**src/rtl/level_reorder_buffer.sv**
```systemverilog
// rtl/level_reorder_buffer.sv - two-bank store that replays CAVLC levels in forward scan order
// Optional feature: define LEVEL_REORDER_ZERO_PAD_EN to pad every block to DEPTH coefficients.
module level_reorder_buffer #(
  parameter int DEPTH   = 16,
  parameter int LEVEL_W = 13
) (
  input  logic                     Clk,
  input  logic                     nReset,
  input  logic [LEVEL_W-1:0]       LevelIn,
  input  logic                     WrReq,
  input  logic                     BlockDone,
  output logic                     Stall,
  output logic [LEVEL_W-1:0]       CoeffOut,
  output logic [$clog2(DEPTH)-1:0] CoeffIndex,
  output logic                     CoeffValid,
  input  logic                     CoeffReady,
  output logic                     CoeffLast,
  output logic                     Overflow
);

  localparam int IDX_W = $clog2(DEPTH);
  localparam int CNT_W = IDX_W + 1;
  localparam logic [CNT_W-1:0] CntFull = CNT_W'(DEPTH);
  localparam logic [CNT_W-1:0] One     = CNT_W'(1);
`ifdef LEVEL_REORDER_ZERO_PAD_EN
  localparam logic [CNT_W-1:0] IdxMax  = CNT_W'(DEPTH - 1);
`endif

  typedef enum logic {
    Idle = 1'b0,
    Emit = 1'b1
  } rdState_t;

  logic [LEVEL_W-1:0] bankMem [2][DEPTH];
  logic [CNT_W-1:0]   bankCount [2];
  logic [1:0]         bankFull;
  logic               wrBank;
  logic               rdBank;
  logic [CNT_W-1:0]   wrCount;
  logic               overflowReg;

  rdState_t           state;
  rdState_t           stateNext;
  logic [CNT_W-1:0]   idx;
  logic [CNT_W-1:0]   idxNext;

  logic               wrAccept;
  logic               closeAccept;
  logic               dropErr;
  logic [CNT_W-1:0]   closeCount;

  logic [CNT_W-1:0]   curCount;
  logic               emitting;
  logic               inRange;
  logic               lastPos;
  logic               emptyBank;
  logic               fire;
  logic               rdRelease;
  logic [IDX_W-1:0]   rdAddr;

  // Write side: the bank under wrBank fills until BlockDone closes it.
  assign Stall       = bankFull[wrBank];
  assign wrAccept    = WrReq && !Stall && (wrCount != CntFull);
  assign closeAccept = BlockDone && !Stall;
  assign closeCount  = wrAccept ? (wrCount + One) : wrCount;
  assign dropErr     = (WrReq && !wrAccept) || (BlockDone && Stall);

  always_ff @(posedge Clk) begin
    if (wrAccept) begin
      bankMem[wrBank][wrCount[IDX_W-1:0]] <= LevelIn;
    end
  end

  always_ff @(posedge Clk or negedge nReset) begin
    if (!nReset) begin
      bankFull     <= '0;
      bankCount[0] <= '0;
      bankCount[1] <= '0;
      wrBank       <= 1'b0;
      rdBank       <= 1'b0;
      wrCount      <= '0;
      overflowReg  <= 1'b0;
    end else begin
      if (wrAccept) begin
        wrCount <= wrCount + One;
      end
      if (closeAccept) begin
        bankFull[wrBank]  <= 1'b1;
        bankCount[wrBank] <= closeCount;
        wrBank            <= ~wrBank;
        wrCount           <= '0;
      end
      // A releasing bank is always the read bank, never the one being closed.
      if (rdRelease) begin
        bankFull[rdBank] <= 1'b0;
        rdBank           <= ~rdBank;
      end
      if (dropErr) begin
        overflowReg <= 1'b1;
      end
    end
  end

  assign Overflow = overflowReg;

  // Read side: levels arrive highest frequency first, so scan position idx maps to count-1-idx.
  assign curCount = bankCount[rdBank];
  assign emitting = (state == Emit);
  assign inRange  = (idx < curCount);
  assign rdAddr   = IDX_W'(curCount - idx - One);

`ifdef LEVEL_REORDER_ZERO_PAD_EN
  assign lastPos   = (idx == IdxMax);
  assign emptyBank = 1'b0;
`else
  assign lastPos   = (idx == (curCount - One));
  assign emptyBank = (curCount == '0);
`endif

  assign CoeffValid = emitting && !emptyBank;
  assign fire       = CoeffValid && CoeffReady;
  assign CoeffOut   = (emitting && inRange) ? bankMem[rdBank][rdAddr] : '0;
  assign CoeffIndex = emitting ? idx[IDX_W-1:0] : '0;
  assign CoeffLast  = CoeffValid && lastPos;

  always_ff @(posedge Clk or negedge nReset) begin
    if (!nReset) begin
      state <= Idle;
      idx   <= '0;
    end else begin
      state <= stateNext;
      idx   <= idxNext;
    end
  end

  always_comb begin
    stateNext = state;
    idxNext   = idx;
    rdRelease = 1'b0;
    case (state)
      Idle: begin
        if (bankFull[rdBank]) begin
          stateNext = Emit;
          idxNext   = '0;
        end
      end
      Emit: begin
        if (emptyBank || (fire && lastPos)) begin
          rdRelease = 1'b1;
          idxNext   = '0;
          // Chain straight into the other bank when it is already waiting.
          stateNext = bankFull[~rdBank] ? Emit : Idle;
        end else if (fire) begin
          idxNext = idx + One;
        end
      end
      default: begin
        stateNext = Idle;
      end
    endcase
  end

endmodule

```
**config.mk**
```make
export PLATFORM = sky130hd
export DESIGN_NAME = level_reorder_buffer
export DESIGN_NICKNAME = d
export VERILOG_FILES = /design/src/rtl/level_reorder_buffer.sv
export SDC_FILE = /design/constraint.sdc
export NUM_CORES = 1
export LEC_CHECK = 0
export CORE_MARGIN = 2
export CORE_UTILIZATION = 58
export CTS_BUF_LIST = sky130_fd_sc_hd__clkbuf_4
export DETAILED_ROUTE_END_ITERATION = 8
export MAX_ROUTING_LAYER = met4
export PLACE_DENSITY_LB_ADDON = 0.12
export SKIP_CTS_REPAIR_TIMING = 1
export SYNTH_ARGS = -nofsm -noshare
export SYNTH_HDL_FRONTEND = slang
export SYNTH_SLANG_ARGS = --single-unit
```
**constraint.sdc**
```tcl
create_clock -name Clk -period 3.6 [get_ports Clk]
set_input_delay 0.72 -clock Clk [delete_from_list [all_inputs] [get_ports Clk]]
set_output_delay 0.72 -clock Clk [all_outputs]
set_load 0.01 [all_outputs]
```
**Word-level counts from Yosys, hierarchy flattened**

Memory sizes are Yosys's and may differ from the RTL's.
Index checks and enable logic that the tools add are counted.

- Register bits after elaboration: 26
- Bits in latches: 0
- Bits in writable memories: 416
- Bits in read-only memories: 0
- Output and inout bits: 21
- Word-level logic and storage cells: 101
- Memories kept: 1

- Add/subtract/negate cells: 5
- Multipliers: 0
- Divide/modulo/power cells: 0
- Magnitude comparators: 12
- Equal/unequal tests: 4
- Shift-type cells: 0
- Muxes and demuxes: 39
- Bitwise gates (word level): 10
- Reduce and logical (&&, ||, !) cells: 21

Memory list:

| name | depth | bits a word | rd ports | clocked after memory_dff | wr ports | line | RTL |
|---|---|---|---|---|---|---|---|
| bankMem | 2 | 208 | 1 | 0 | 1 | 34 | `logic [LEVEL_W-1:0] bankMem [2][DEPTH];` |

Operators with widths:

| cell | number |
|---|---|
| 208-bit 2-to-1 mux | 1 |
| 13-bit binary-select mux with 4-bit select | 1 |
| 13-bit demux with 4-bit select | 1 |
| 13-bit 2-to-1 mux | 4 |
| 5-bit 2-to-1 mux | 9 |
| 1-bit logical AND | 14 |
| 1-bit 2-to-1 mux | 14 |
| 5-bit by 1-bit adder with 5-bit output, second input constant | 2 |
| 10-bit bitwise mux | 1 |
| 5-bit >= comparator, second input constant | 2 |
| 4-bit NOT with 5-bit output | 2 |
| 5-bit case mux with 2 select lines | 1 |
| 1-bit by 2-bit < comparator with 1-bit output, second input constant | 3 |
| 5-bit demux with 1-bit select | 1 |
| 5-bit equality test | 1 |
| 5-bit logical NOT | 1 |
| 5-bit by 1-bit < comparator with 1-bit output, second input constant | 1 |
| 5-bit < comparator | 1 |
| 5-bit != test, second input constant | 1 |
| 5-bit by 1-bit subtractor with 5-bit output, second input constant | 1 |
| 2-bit >= comparator, second input constant | 2 |
| 2-bit 2-to-1 mux | 2 |
| 4-bit 2-to-1 mux | 1 |
| 1-bit NOT with 2-bit output | 2 |
| 15 further kinds | 22 |

**Logic depth before layout (Yosys ltp)**

- Depth after elaboration: 13
- Mapped depth: 15

**Worst setup path before layout**

Ideal clock, no wire load.

- Path kind: register to output
- Start point: register rdBank
- End point: output port CoeffOut[2]
- Data arrival time: 3.286 ns
- Required time: 2.880 ns
- Slack: -0.406 ns
- Cell stages (with the launch flop): 15
- Path through: dfrtp_1 buf_6 buf_6 buf_2 mux2i_1 inv_1 ha_1 inv_1 fa_1 buf_2 clkbuf_1 mux4_2 mux4_2 mux2i_1 nor2_1

- Cells in the longest elaborated chain, start to end: 11
- Elaborated cells between the ends (all ways): 14
- Those cells by class: add/sub (2); order compare (1); mux (7); bitwise (2); reduce/logical (1); memory (1)

RTL lines:

| item | line | RTL |
|---|---|---|
| start, declared | 38 | `logic rdBank;` |
| start signal, assigned | 96 | `rdBank <= ~rdBank;` |
| 1-bit NOT with 2-bit output (not written as such) | 107 | `assign curCount = bankCount[rdBank];` |
| 5-bit 2-to-1 mux (not written as such) (3 in series) | 107 |  |
| 4-bit subtractor | 110 | `assign rdAddr = IDX_W'(curCount - idx - One);` |
| 4-bit by 1-bit subtractor with 4-bit output | 110 |  |
| 4-bit NOT with 5-bit output (not written as such) | 122 | `assign CoeffOut = (emitting && inRange) ? bankMem[rdBank][rdAddr] : '0;` |
| 13-bit binary-select mux with 4-bit select | 122 |  |
| 13-bit 2-to-1 mux (not written as such) (2 in series) | 122 |  |
| 13-bit 2-to-1 mux (*) | 122 |  |
| end, declared | 13 | `output logic [LEVEL_W-1:0] CoeffOut,` |

Mark *: on every way between the ends. The rest lies on a longest branch, timed or not. The select of a mux whose other input is x is not followed.

**Final worst setup path**

- Start point: register rdBank
- End point: output port CoeffOut[0]

The elaborated chain is that of the path after synthesis.

==> flow_summary_export.csv <==
group,metric,value,unit
route,postRouteAntennaNets,0,
clocking,cts_tree,"built",
setup_path,critPathSlowestCell,"fa_2",
power,powerDensity,1040,nW/um^2
global_routing,grt_usage,24.8,%
placed_design,dp_hpwl,22700,um
logic_synthesis,synth_edf_count,416,
logic_synthesis,ys_async_sr_fraction,5.88,%
floorplanning,row_count,63,
clocking,clock_path_buffers,3,
logic_synthesis,seq_area_frac_synth,74.2,%
final_layout,final_cells,1511,
route,viasPerCell,5.95,
global_routing,grt_pass1_vias,9340,
route,drc,0,
min_path,hold_start,"Overflow",
timing,rsz0062_at_grt,"yes",
timing,fin_skew,0.0554,ns
floorplanning,dieHeight,179,um
setup_path,cp.required,2.88,ns
logic_synthesis,ys_types,55,
final_layout,final_util,69.4,%
timing,period_share,127,%
min_path,min_path_cells,1,
setup_path,cp.arrival,3.85,ns
power,vdd_ir_drop_max,0.653,mV
floorplanning,coreArea,29900,sq um
global_routing,grt_pass1_wl,54900,um
logic_synthesis,synthMuxAreaShare,17.6,%
route,first_pass_iters,5,
clocking,cts_root_buffer,"clkbuf_4",
setup_path,end_kind,"output pin",
logic_synthesis,synth_area_per_cell,21.2,sq um
logic_synthesis,synth_top_family_by_area,"multiplexers",
logic_synthesis,synth_fa_ha_area_share,1.03,%
setup_path,start_kind,"register",
clocking,insertion_delay,0.73,ns
global_routing,grt_overflow_total,0,
clocking,h-tree-depth,3,
timing,setup_tns,-11.30,ns
final_layout,area_delta_synth_final,17.0,%
setup_path,critPathKind,"register to output pin",
final_layout,layout_common_cells,"edfxtp_1 (416), clkbuf_4 (155), mux4_2 (129)",
setup_path,slowest_delay,0.63,ns
setup_path,crit_start,"rdBank",
setup_path,cp_max_fo,7,
power,power,21.5,mW
logic_synthesis,synthCells,837,
final_layout,nets,1071,
timing,timing.final.crit_period,4.57,ns
placed_design,portBuffers,38,
timing,final_hold_viol_count,0,
timing,slew_headroom,20.1,%
placed_design,dpl_cell_area,19100,sq um
flow_run,maxCapViolCount,0,
floorplanning,die_w,179,um
timing,hold_ws,0.500,ns
floorplanning,initial_core_util,59.3,%
timing,setup_slack,-0.967,ns
clocking,cts_made_buffers,107,
final_layout,drive_above_1_share,39.1,%
global_routing,grt_max_degree,55,
final_layout,final_common_cell,"edfxtp_1",
route,dr_total_vias,8993,
placed_design,gp_congestion,0.866,
final_layout,stdcell_area,20700,sq um
timing,setup_viol,14,
route,wirelength,37000,um
logic_synthesis,synth_warnings,0,
logic_synthesis,synth-simple-area-share,3.16,%
setup_path,ff2ff_path_depth,11,
timing,tightest_slew,1.20,ns
logic_synthesis,synth_area_leaders,"edfxtp_1 (71%), mux4_2 (16%), dfrtp_1 (3.7%), nor2_1 (1.4%), mux2i_1 (0.96%)",
clocking,clk_pin_slew,0.08,ns
route,drtIter0Drc,800,
placed_design,post-place-ws,-0.445,ns
placed_design,dp.cells,1303,
floorplanning,io_pins,39,
logic_synthesis,synth_xor_area_share,0.537,%
global_routing,antenna_found_initial,1,
timing,drv_slew,0,
min_path,hold_class,"register to register",
logic_synthesis,yosys_most_used_dff,"edfxtp_1",
logic_synthesis,syn-cell-area,17700,sq um
run_status,failed_checks,"setup timing",
logic_synthesis,synth-compound-area-share,2.03,%
setup_path,worstPathCellList,"buf_4 -> buf_8 -> mux2i_4 -> fa_2 -> buf_6 -> buf_6 -> clkbuf_16 -> mux4_2 -> mux4_2 -> mux2i_2 -> nor2_1 -> buf_2",
power,p_leak,7.05,nW
logic_synthesis,synthesis.nets,869,
clocking,cts_sinks,442,
floorplanning,dieArea,32000,sq um
logic_synthesis,synth_top_area_share,70.5,%
logic_synthesis,yosys.area.top_type,"edfxtp_1",
setup_path,rr_startpoint,"rdBank",
logic_synthesis,synth_seq_cells,442,
route,wl_per_cell,24.5,um
timing,timing.fmax,219,MHz
run_status,status,"finished, violations left",
==> cells in the mapped netlist, types with 2 or more instances <==
library cell  number
dfrtp_1           26
edfxtp_1         416
mux2_2             2
o21a_1             2
nand2_1           21
o41ai_2            2
o21ai_1            6
a21o_1             2
and2_1             4
ha_1              13
nor2b_1            3
nand3b_1           4
buf_4             10
mux2i_1           17
o21ai_0            4
xnor2_1            7
or3b_2             2
mux4_2           129
inv_1             14
buf_6              2
xor2_1             2
nor2_1            67
inv_2              2
nor3_1             5
nor3b_1            2
clkbuf_1          18
nand3_1            4
buf_1              2
buf_2              6
a21oi_1           15
a211oi_1           3
nand4_1            2
==> power breakdown <==
part / switching [mW] / internal, mW / total (mW)
Sequential: 0.160 / 5.84 / 6.00
Combinational: 5.52 / 6.00 / 11.5
Clock: 1.86 / 2.12 / 3.98
Total: 7.54 / 14.0 / 21.5
==> registers in the layout, indices dropped and copies added, names as in the netlist <==
| signal | flops |
|---|---|
| bankCount | 10 |
| bankFull | 2 |
| idx | 5 |
| rdBank | 1 |
| bankMem | 416 |
| wrCount | 5 |
| emitting | 1 |
| wrBank | 1 |
| Overflow | 1 |
==> kinds of logic after synthesis <==
| kind of cell | after synthesis |
|---|---|
| compound gates | 46 |
| xor+xnor | 10 |
| fa+ha+maj | 14 |
| buf+inv | 54 |
| flops | 442 |
| mux | 149 |
| simple gates | 122 |
==> worst max-delay path: cells and delay by family, from the launching register on <==
family	cells	cell delay, ns
flops	1	0.48
simple gates	1	0.06
buf+inv	6	0.82
mux	4	1.14
fa+ha+maj	1	0.63
==> final timing paths <==
kind                       slack (ns)      endpoint
hold / removal                   0.50      Overflow
min in group asynchronous        0.62  bankCount[3]
setup reg to reg                 0.74        idx[0]
max in group asynchronous        2.09        rdBank
hold reg to reg                  0.50      Overflow
setup / recovery                -0.97   CoeffOut[0]
==> per-layer routing <==
metal	track usage (%)	part of all wire, %	vias to the layer above	routed length, um
met1	34.1	41	4669	15400
met2	39.2	51	350	18700
li1	-	-	3937	-
met3	4.73	6.8	37	2520
met4	6.13	1.2	0	429
met5	-	0	-	0
==> final cells by class <==
| cell class | count | area [sq um] |
|---|---|---|
| diodes | 1 | 2.50 |
| clock buffers | 155 | 1160 |
| clock inverters | 35 | 193 |
| fillers | 1898 | 9150 |
| inverters | 16 | 60.1 |
| multi-input cells | 341 | 4420 |
| flip-flops and latches | 442 | 13100 |
| well taps | 390 | 488 |
| repair buffers | 131 | 1250 |
Power figures use the tool's default switching activity.
